## src/rtl/mem_port_arbiter_if.sv

```systemverilog
// Handshake bundle between the fetch/memory pipeline stages, the shared
// memory port and the arbiter that multiplexes them.
interface mem_port_arbiter_if #(
  parameter int ADDR_W = 16
);
  logic              if_req;
  logic [ADDR_W-1:0] if_addr;
  logic              if_flush;
  logic              mem_req;
  logic              mem_we;
  logic              mem_byte;
  logic [ADDR_W-1:0] mem_addr;
  logic [15:0]       mem_wdata;
  logic              ram_en;
  logic [1:0]        ram_we;
  logic [ADDR_W-1:0] ram_addr;
  logic [15:0]       ram_wdata;
  logic [15:0]       ram_rdata;
  logic              ram_ready;
  logic [15:0]       instr;
  logic              imem_r;
  logic [15:0]       dmem_rdata;
  logic              dmem_r;
  logic              mem_stall;

  modport slave (
    input  if_req, if_addr, if_flush, mem_req, mem_we, mem_byte, mem_addr,
           mem_wdata, ram_rdata, ram_ready,
    output ram_en, ram_we, ram_addr, ram_wdata, instr, imem_r, dmem_rdata,
           dmem_r, mem_stall
  );

  modport master (
    output if_req, if_addr, if_flush, mem_req, mem_we, mem_byte, mem_addr,
           mem_wdata, ram_rdata, ram_ready,
    input  ram_en, ram_we, ram_addr, ram_wdata, instr, imem_r, dmem_rdata,
           dmem_r, mem_stall
  );
endinterface

```

## src/rtl/mem_port_arbiter.sv

```systemverilog
// Arbitrates the single memory port between instruction fetch and the memory
// stage; data wins unless fetch has been starved STARVE_LIMIT grants in a row.
module mem_port_arbiter #(
  parameter int STARVE_LIMIT = 4,
  parameter int ADDR_W       = 16
) (
  input  logic              clk,
  input  logic              reset,
  mem_port_arbiter_if.slave bus
);

  typedef enum logic [1:0] {IDLE, I_BUSY, D_BUSY, DONE} state_t;

  localparam int CNT_W = (STARVE_LIMIT < 1) ? 1 : $clog2(STARVE_LIMIT + 1);
  localparam logic [CNT_W-1:0] LIMIT = CNT_W'(STARVE_LIMIT);

  state_t            state;
  logic [CNT_W-1:0]  starve_cnt;
  logic              drop;
  logic              imem_pend;
  logic              dmem_r_q;
  logic              starve_hit;
  logic              grant_d;
  logic              grant_i;

  function automatic logic [CNT_W-1:0] sat_inc(input logic [CNT_W-1:0] v);
    return (v >= LIMIT) ? v : v + CNT_W'(1);
  endfunction

  function automatic logic [1:0] lane_we(input logic we, input logic byte_acc,
                                         input logic a0);
    if (!we)       return 2'b00;
    if (!byte_acc) return 2'b11;
    return a0 ? 2'b10 : 2'b01;
  endfunction

  assign starve_hit = bus.if_req && (STARVE_LIMIT != 0) && (starve_cnt >= LIMIT);
  assign grant_d    = bus.mem_req && !starve_hit;
  assign grant_i    = !grant_d && bus.if_req && !bus.if_flush;

  // A flush arriving while the completion pulse is up still suppresses it.
  assign bus.imem_r    = imem_pend && !drop && !bus.if_flush;
  assign bus.dmem_r    = dmem_r_q;
  assign bus.mem_stall = bus.mem_req && !dmem_r_q;

  always_ff @(posedge clk or posedge reset) begin
    if (reset) begin
      state          <= IDLE;
      starve_cnt     <= '0;
      drop           <= 1'b0;
      imem_pend      <= 1'b0;
      dmem_r_q       <= 1'b0;
      bus.ram_en     <= 1'b0;
      bus.ram_we     <= 2'b00;
      bus.ram_addr   <= '0;
      bus.ram_wdata  <= '0;
      bus.instr      <= '0;
      bus.dmem_rdata <= '0;
    end else begin
      imem_pend <= 1'b0;
      dmem_r_q  <= 1'b0;
      case (state)
        IDLE: begin
          if (!bus.if_req) starve_cnt <= '0;
          if (grant_d) begin
            state         <= D_BUSY;
            bus.ram_en    <= 1'b1;
            bus.ram_addr  <= {bus.mem_addr[ADDR_W-1:1], 1'b0};
            bus.ram_we    <= lane_we(bus.mem_we, bus.mem_byte, bus.mem_addr[0]);
            bus.ram_wdata <= bus.mem_byte ? {2{bus.mem_wdata[7:0]}} : bus.mem_wdata;
            if (bus.if_req) starve_cnt <= sat_inc(starve_cnt);
          end else if (grant_i) begin
            state        <= I_BUSY;
            bus.ram_en   <= 1'b1;
            bus.ram_addr <= {bus.if_addr[ADDR_W-1:1], 1'b0};
            bus.ram_we   <= 2'b00;
            starve_cnt   <= '0;
          end
        end
        // The dropped fetch still runs to completion so the memory sees a clean handshake.
        I_BUSY: begin
          if (bus.if_flush) drop <= 1'b1;
          if (bus.ram_ready) begin
            bus.instr  <= bus.ram_rdata;
            bus.ram_en <= 1'b0;
            bus.ram_we <= 2'b00;
            imem_pend  <= 1'b1;
            state      <= DONE;
          end
        end
        D_BUSY: begin
          if (bus.ram_ready) begin
            bus.dmem_rdata <= bus.ram_rdata;
            bus.ram_en     <= 1'b0;
            bus.ram_we     <= 2'b00;
            dmem_r_q       <= 1'b1;
            state          <= DONE;
          end
        end
        default: begin
          drop  <= 1'b0;
          state <= IDLE;
        end
      endcase
    end
  end

endmodule

```

## src/flat_wrapper.sv

```systemverilog
// flat-port wrapper written by rule: the top's interface ports become plain ports
module mem_port_arbiter_flat 
#(
  parameter int STARVE_LIMIT = 4,
  parameter int ADDR_W       = 16
)
  (clk, reset, bus_if_req, bus_if_addr, bus_if_flush, bus_mem_req, bus_mem_we, bus_mem_byte, bus_mem_addr, bus_mem_wdata, bus_ram_rdata, bus_ram_ready, bus_ram_en, bus_ram_we, bus_ram_addr, bus_ram_wdata, bus_instr, bus_imem_r, bus_dmem_rdata, bus_dmem_r, bus_mem_stall);
  mem_port_arbiter_if #(.ADDR_W(ADDR_W)) bus_i ();
  input  logic clk;
  input  logic reset;
  input wire logic [$bits(bus_i.if_req)-1:0] bus_if_req;
  input wire logic [$bits(bus_i.if_addr)-1:0] bus_if_addr;
  input wire logic [$bits(bus_i.if_flush)-1:0] bus_if_flush;
  input wire logic [$bits(bus_i.mem_req)-1:0] bus_mem_req;
  input wire logic [$bits(bus_i.mem_we)-1:0] bus_mem_we;
  input wire logic [$bits(bus_i.mem_byte)-1:0] bus_mem_byte;
  input wire logic [$bits(bus_i.mem_addr)-1:0] bus_mem_addr;
  input wire logic [$bits(bus_i.mem_wdata)-1:0] bus_mem_wdata;
  input wire logic [$bits(bus_i.ram_rdata)-1:0] bus_ram_rdata;
  input wire logic [$bits(bus_i.ram_ready)-1:0] bus_ram_ready;
  output wire logic [$bits(bus_i.ram_en)-1:0] bus_ram_en;
  output wire logic [$bits(bus_i.ram_we)-1:0] bus_ram_we;
  output wire logic [$bits(bus_i.ram_addr)-1:0] bus_ram_addr;
  output wire logic [$bits(bus_i.ram_wdata)-1:0] bus_ram_wdata;
  output wire logic [$bits(bus_i.instr)-1:0] bus_instr;
  output wire logic [$bits(bus_i.imem_r)-1:0] bus_imem_r;
  output wire logic [$bits(bus_i.dmem_rdata)-1:0] bus_dmem_rdata;
  output wire logic [$bits(bus_i.dmem_r)-1:0] bus_dmem_r;
  output wire logic [$bits(bus_i.mem_stall)-1:0] bus_mem_stall;
  assign bus_i.if_req = bus_if_req;
  assign bus_i.if_addr = bus_if_addr;
  assign bus_i.if_flush = bus_if_flush;
  assign bus_i.mem_req = bus_mem_req;
  assign bus_i.mem_we = bus_mem_we;
  assign bus_i.mem_byte = bus_mem_byte;
  assign bus_i.mem_addr = bus_mem_addr;
  assign bus_i.mem_wdata = bus_mem_wdata;
  assign bus_i.ram_rdata = bus_ram_rdata;
  assign bus_i.ram_ready = bus_ram_ready;
  assign bus_ram_en = bus_i.ram_en;
  assign bus_ram_we = bus_i.ram_we;
  assign bus_ram_addr = bus_i.ram_addr;
  assign bus_ram_wdata = bus_i.ram_wdata;
  assign bus_instr = bus_i.instr;
  assign bus_imem_r = bus_i.imem_r;
  assign bus_dmem_rdata = bus_i.dmem_rdata;
  assign bus_dmem_r = bus_i.dmem_r;
  assign bus_mem_stall = bus_i.mem_stall;
  mem_port_arbiter #(.STARVE_LIMIT(STARVE_LIMIT), .ADDR_W(ADDR_W)) u_core (.clk(clk), .reset(reset), .bus(bus_i));
endmodule
```

## config.mk

```make
export PLATFORM = sky130hd
export DESIGN_NAME = mem_port_arbiter_flat
export DESIGN_NICKNAME = d
export VERILOG_FILES = /design/src/rtl/mem_port_arbiter_if.sv /design/src/rtl/mem_port_arbiter.sv /design/src/flat_wrapper.sv
export SDC_FILE = /design/constraint.sdc
export NUM_CORES = 1
export LEC_CHECK = 0
export CORE_UTILIZATION = 38
export DETAILED_ROUTE_END_ITERATION = 16
export PLACE_DENSITY_LB_ADDON = 0.1
export SLEW_MARGIN = 20
export SYNTH_ARGS = -nofsm -noshare
export SYNTH_HDL_FRONTEND = slang
export SYNTH_SLANG_ARGS = --single-unit
```

## constraint.sdc

```tcl
create_clock -name clk -period 2.33 [get_ports clk]
set_input_delay 0.466 -clock clk [delete_from_list [all_inputs] [get_ports clk]]
set_output_delay 0.466 -clock clk [all_outputs]
set_load 0.005 [all_outputs]
```

### Yosys cells after proc, flatten, opt, wreduce, memory -nomap -nowiden

Cells that the tools add are included.

* bits in registers: 75
* input port bits: 72
* output and inout bits: 70
* word-level logic and storage cells: 82

* add/sub/neg operators: 1
* $lt $le $gt $ge: 1
* equality and inequality tests: 6
* multiplexer cells: 37
* bitwise gates (word level): 1
* reductions and logical operators: 25

Operator list (number)
* 16-bit 2-to-1 mux: 3
* 2-bit 2-to-1 mux: 11
* 3-bit 2-to-1 mux: 5
* 1-bit 2-to-1 mux: 14
* 2-bit AND reduction: 7
* 2-bit case mux with 2 select lines: 2
* 1-bit logical AND: 7
* 1-bit logical NOT: 5
* 1-bit case mux with 2 select lines: 2
* 2-bit nonzero test: 2
* 2-bit OR reduction: 2
* 3-bit by 1-bit adder with 3-bit output (second input constant): 1
* 3-bit greater-or-equal comparator (second input constant): 1
* 3-bit by 1-bit != test with 1-bit output (second input constant): 1
* 3-bit != test (second input constant): 1
* 3-bit AND reduction: 1
* 2-bit by 1-bit == test with 1-bit output (second input constant): 1
* 2-bit == test (second input constant): 1
* 2-bit logical NOT: 1
* 2-bit by 1-bit != test with 1-bit output (second input constant): 1
* 2-bit != test (second input constant): 1
* 1-bit inverter: 1

### Logic depth before layout (Yosys ltp)

* depth in word-level cells: 13
* depth in mapped cells: 7
* depth with buffers taken out: 6

### Worst setup path after synthesis

Ideal clock, no wire load.

* path type: register -> register
* start: register u_core.state[1]
* end: register u_core.bus.ram_we[0]
* setup time: 0.125 ns
* data arrival time: 1.486 ns
* required time: 2.205 ns
* slack: 0.720 ns
* stages on the path, launching flop included: 8
* path buffers: 1
* period minus slack after synthesis: 1.610 ns
* cells stage by stage: dfrtp_1 -> inv_1 -> ha_1 -> buf_2 -> inv_1 -> nor3_2 -> nor3_2 -> mux2_2

* longest elaborated chain between the ends: 4
* elaborated cells between the ends (all ways): 9
* those cells by class: 4 x eq/ne; 1 x mux; 4 x reduce/logical

Ends and longest elaborated chain
* start, declared: RTL line mem_port_arbiter.sv:17 `state_t state;`
* start signal, assigned: RTL line mem_port_arbiter.sv:48 `state <= IDLE;`
* start signal, assigned: RTL line mem_port_arbiter.sv:66 `state <= D_BUSY;`
* start signal, assigned: RTL line mem_port_arbiter.sv:73 `state <= I_BUSY;`
* 2-bit by 1-bit == test with 1-bit output / 2-bit == test (equally long branches): RTL line mem_port_arbiter.sv:62 `case (state)`
* 2-bit OR reduction (no source line)
* 2-bit by 1-bit != test with 1-bit output (no source line) / 2-bit nonzero test (equally long branches)
* 3-bit AND reduction (no source line)
* end signal, assigned: RTL line mem_port_arbiter.sv:69 `bus.ram_we <= lane_we(bus.mem_we, bus.mem_byte, bus.mem_addr[0]);`
* end, declared: RTL line mem_port_arbiter_if.sv:29 `output ram_en, ram_we, ram_addr, ram_wdata, instr, imem_r, dmem_rdata,`

Several ways; a longest one is shown, not always the timed one.
A chain may end at the register's enable or synchronous reset.

### Worst setup path in the final report

* start: input bus_if_flush
* end: output bus_imem_r

* longest elaborated chain between the ends: 2

Ends and longest elaborated chain
* start, declared: RTL line flat_wrapper.sv:13 `input wire logic [$bits(bus_i.if_flush)-1:0] bus_if_flush;`
* 1-bit logical NOT: RTL line mem_port_arbiter.sv:42 `assign bus.imem_r = imem_pend && !drop && !bus.if_flush;`
* 1-bit logical AND: RTL line mem_port_arbiter.sv:42
* end, declared: RTL line flat_wrapper.sv:26 `output wire logic [$bits(bus_i.imem_r)-1:0] bus_imem_r;`

Every way passes these cells.

==> out/results.tsv <==
metric	value	unit
outcome	finished, final reports clean	
vias	2434	
endpoint	bus_imem_r	
r2r-end	u_core.bus.ram_we[1]$_DFFE_PP0P_	
fp.coreArea	8220	sq um
post_cts_resized	0	
drive_above_1_share	0.181	
die_area	8850	sq um
grt_usage	0.177	
drt_first_pass_iters	4	
port_buffers	139	
synth_cell_types	32	
h-tree-depth	3	
initial_core_util	0.392	
dp_slack	152	ps
synthToLayoutAreaGrowth	56.1	%
dieWidth	94.1	um
p_leak	0.00223	uW
cts_root_buf	clkbuf_8	
synth_cells	253	
end_kind	output pin	
path_cells	clkdlybuf4s50_1, nor3b_1, clkdlybuf4s50_1	
skew	7.04	ps
timing.critical_path.from	bus_if_flush	
hold_class	register to register	
clk_latency	340	ps
viasPerCell	4.78	
slew_viol_final	0	
cts_buffer_depth	2	
post_drt_wl_per_cell	14.5	um
grt_max_degree	31	
crit_fanout	2	
power_switching	1680	uW
syn-num-nets	330	
internal_power	4350	uW
finalCritPeriodShare	0.939	
reg2reg_depth	6	
postCtsSetupBuffers	0	
numClockSinks	74	
hold_viol	0	
synthesis.area	3220	sq um
synth-seq-cells	74	
grt_pass1_wl	11800	um
cts_made_buffers	9	
crit_arrival	1720	ps
rr_startpoint	u_core.state[1]$_DFFE_PP0P_	
switching_share	0.279	
cp.required	1860	ps
max_freq	0.457	GHz
n_antenna_cell	0	
critPathMostFrequentCell	clkdlybuf4s50_1	
clk_pin_slew_worst_paths	80	ps
pwr-share-clk	0.198	
yosysTopAreaCell	dfrtp_1	
die_h	94.1	um
gr-total-overflow	0	
wl	7410	um
dp_hpwl	5370	um
cp-start-kind	input pin	
avgSynthCellArea	12.7	sq um
row_count	33	
power_per_cell_area	1200	nW/um^2
setup_viol	0	
pwr-share-seq	0.368	
cts_hold_buf	0	
drcViolationCount	0	
max_stage_delay	550	ps
antenna_found_initial	0	
finalSetupTns	0	ps
drt_iter0_drc	125	
crit_type	input pin to output pin	
place_congestion	0.792	
grt_pass1_vias	2527	
power_frac_comb	0.434	
fin_crit	2190	ps
setup_slack	142	ps
drt.antenna.violating_nets	0	
cts_tree	yes	
nets	477	
max_slew_margin	0.604	
yosys-top-cells-area	dfrtp_1 (57%), mux2_2 (14%), mux2i_1 (7.1%)	
vdd_ir_drop_max	0.000615	V
ys_seq_area_frac	0.575	
cp_slowest_cell	clkdlybuf4s50_1	
max_cap_violations	0	
yosysTopAreaCellShare	0.575	
ys_warn_count	0	
tightestPinTransition	593	ps
rsz0062_at_grt	no	
rrSetupSlack	470	ps
ioPinCount	142	
-- cell usage after synthesis, drive strengths merged --
cell type and instances:
a211o 1, a21bo 1, a21boi 1, a21oi 4
a22o 4, and2b 1, and4b 1, buf 11
clkbuf 1, conb 1, dfrtp 74, ha 5
inv 7, mux2 42, mux2i 23, nand2 29
nand2b 1, nand3 6, nand3b 3, nand4 1
nor2 3, nor2b 2, nor3 3, nor3b 1
o21ai 27
-- power by group through the flow --
stage | Clock (uW) | Combinational [uW] | Sequential [uW]
floorplan | 0 | 1050 | 2280
global placement | 0 | 2620 | 2210
detailed placement | 0 | 2660 | 2250
CTS | 1230 | 2670 | 2230
global route | 1280 | 2870 | 2300
finish | 1190 | 2620 | 2220
-- state kept, by name, indices dropped and copies added (netlist names) --
signal and count:
u_core.starve_cnt 3, u_core.bus.dmem_r 1, u_core.bus.ram_en 1, u_core.bus.ram_we 2, u_core.state 2, u_core.bus.dmem_rdata 16
u_core.bus.ram_addr 15, u_core.bus.ram_wdata 16, u_core.imem_pend 1, u_core.bus.instr 16, u_core.drop 1
-- kinds of logic after synthesis --
| family | count (synthesis) | share of synthesized area |
|---|---|---|
| AO/OA/AOI/OAI | 38 | 0.0707 |
| adder cells (fa/ha/maj) | 5 | 0.0194 |
| multiplexers | 65 | 0.222 |
| buffers and inverters | 19 | 0.0330 |
| flip-flops | 74 | 0.575 |
| other | 1 | 0.00116 |
| AND/OR/NAND/NOR | 51 | 0.0792 |
-- routing by layer --
metal / vias up / GRT usage / part of all wire
li1: 1178 / - / -
met1: 1176 / 0.206 / 0.42
met2: 75 / 0.305 / 0.50
met3: 5 / 0.0558 / 0.076
met4: 0 / 0.0615 / 0.0069
met5: - / 0 / 0
-- worst max-delay path: cells and delay by family --
kind	cells	cell delay (ps)
and+or+nand+nor	1	230
buffers and inverters	2	1020
-- metrics by stage --
step / utilization / cells / power, uW / cell area (sq um) / hold WS, ps
4_1_cts: 0.612 / 509 / 6120 / 5030 / 490
2_1_floorplan: - / 253 / 3330 / 3230 / 473
5_1_grt: 0.612 / 509 / 6450 / 5030 / 512
3_3_place_gp: 0.583 / 494 / 4830 / 4790 / 463
3_5_place_dp: 0.583 / 494 / 4900 / 4790 / 473
6_report: 0.612 / 509 / 6030 / 5030 / 485
-- cells in the final DEF, fill, tap and decap left out --
master,Yosys,routed
nor3_1,1,1
nand4_1,1,1
a211o_1,1,1
and4b_1,1,1
clkbuf_8,0,10
nand3_1,6,6
nand2b_1,1,1
inv_1,7,6
nor3_2,2,2
clkinv_2,0,1
conb_1,1,1
nand2_4,1,1
o21ai_1,2,1
o21ai_0,25,25
nor2b_1,2,2
a21boi_4,1,1
buf_12,0,4
nand2_1,28,28
nand3b_1,3,3
nor2_1,3,3
mux2_4,3,3
clkinvlp_4,0,2
dfrtp_1,74,74
a22o_1,4,4
buf_4,1,5
ha_1,5,5
bufinv_16,0,3
a21bo_2,1,1
o21ai_2,0,1
mux2_2,39,39
and2b_1,1,1
clkdlybuf4s50_1,0,139
a21oi_1,4,4
nor3b_1,1,1
mux2i_1,23,23
-- worst min-delay path by stage --
stage	start	end	slack (ps)	cells after the start
after floorplan	u_core.bus.ram_addr[10]$_DFFE_PP0P_	u_core.bus.ram_addr[10]$_DFFE_PP0P_	470	2
after global placement	u_core.bus.ram_wdata[8]$_DFFE_PP0P_	u_core.bus.ram_wdata[8]$_DFFE_PP0P_	460	2
after detailed placement	u_core.bus.ram_addr[2]$_DFFE_PP0P_	u_core.bus.ram_addr[2]$_DFFE_PP0P_	470	2
after CTS	u_core.bus.ram_wdata[8]$_DFFE_PP0P_	u_core.bus.ram_wdata[8]$_DFFE_PP0P_	490	2
after global routing	u_core.bus.ram_addr[2]$_DFFE_PP0P_	u_core.bus.ram_addr[2]$_DFFE_PP0P_	510	2
final	u_core.bus.ram_wdata[8]$_DFFE_PP0P_	u_core.bus.ram_wdata[8]$_DFFE_PP0P_	480	2
-- layout make-up --
type | count | area [sq um]
clock inverter | 5 | 103
multi-input combinational | 160 | 1270
clock buffer | 10 | 138
tap | 105 | 131
sequential | 74 | 1850
inverter | 7 | 30.0
fill | 708 | 3190
timing repair buffer | 148 | 1510
Note: power is estimated with default switching activity, not from simulation.
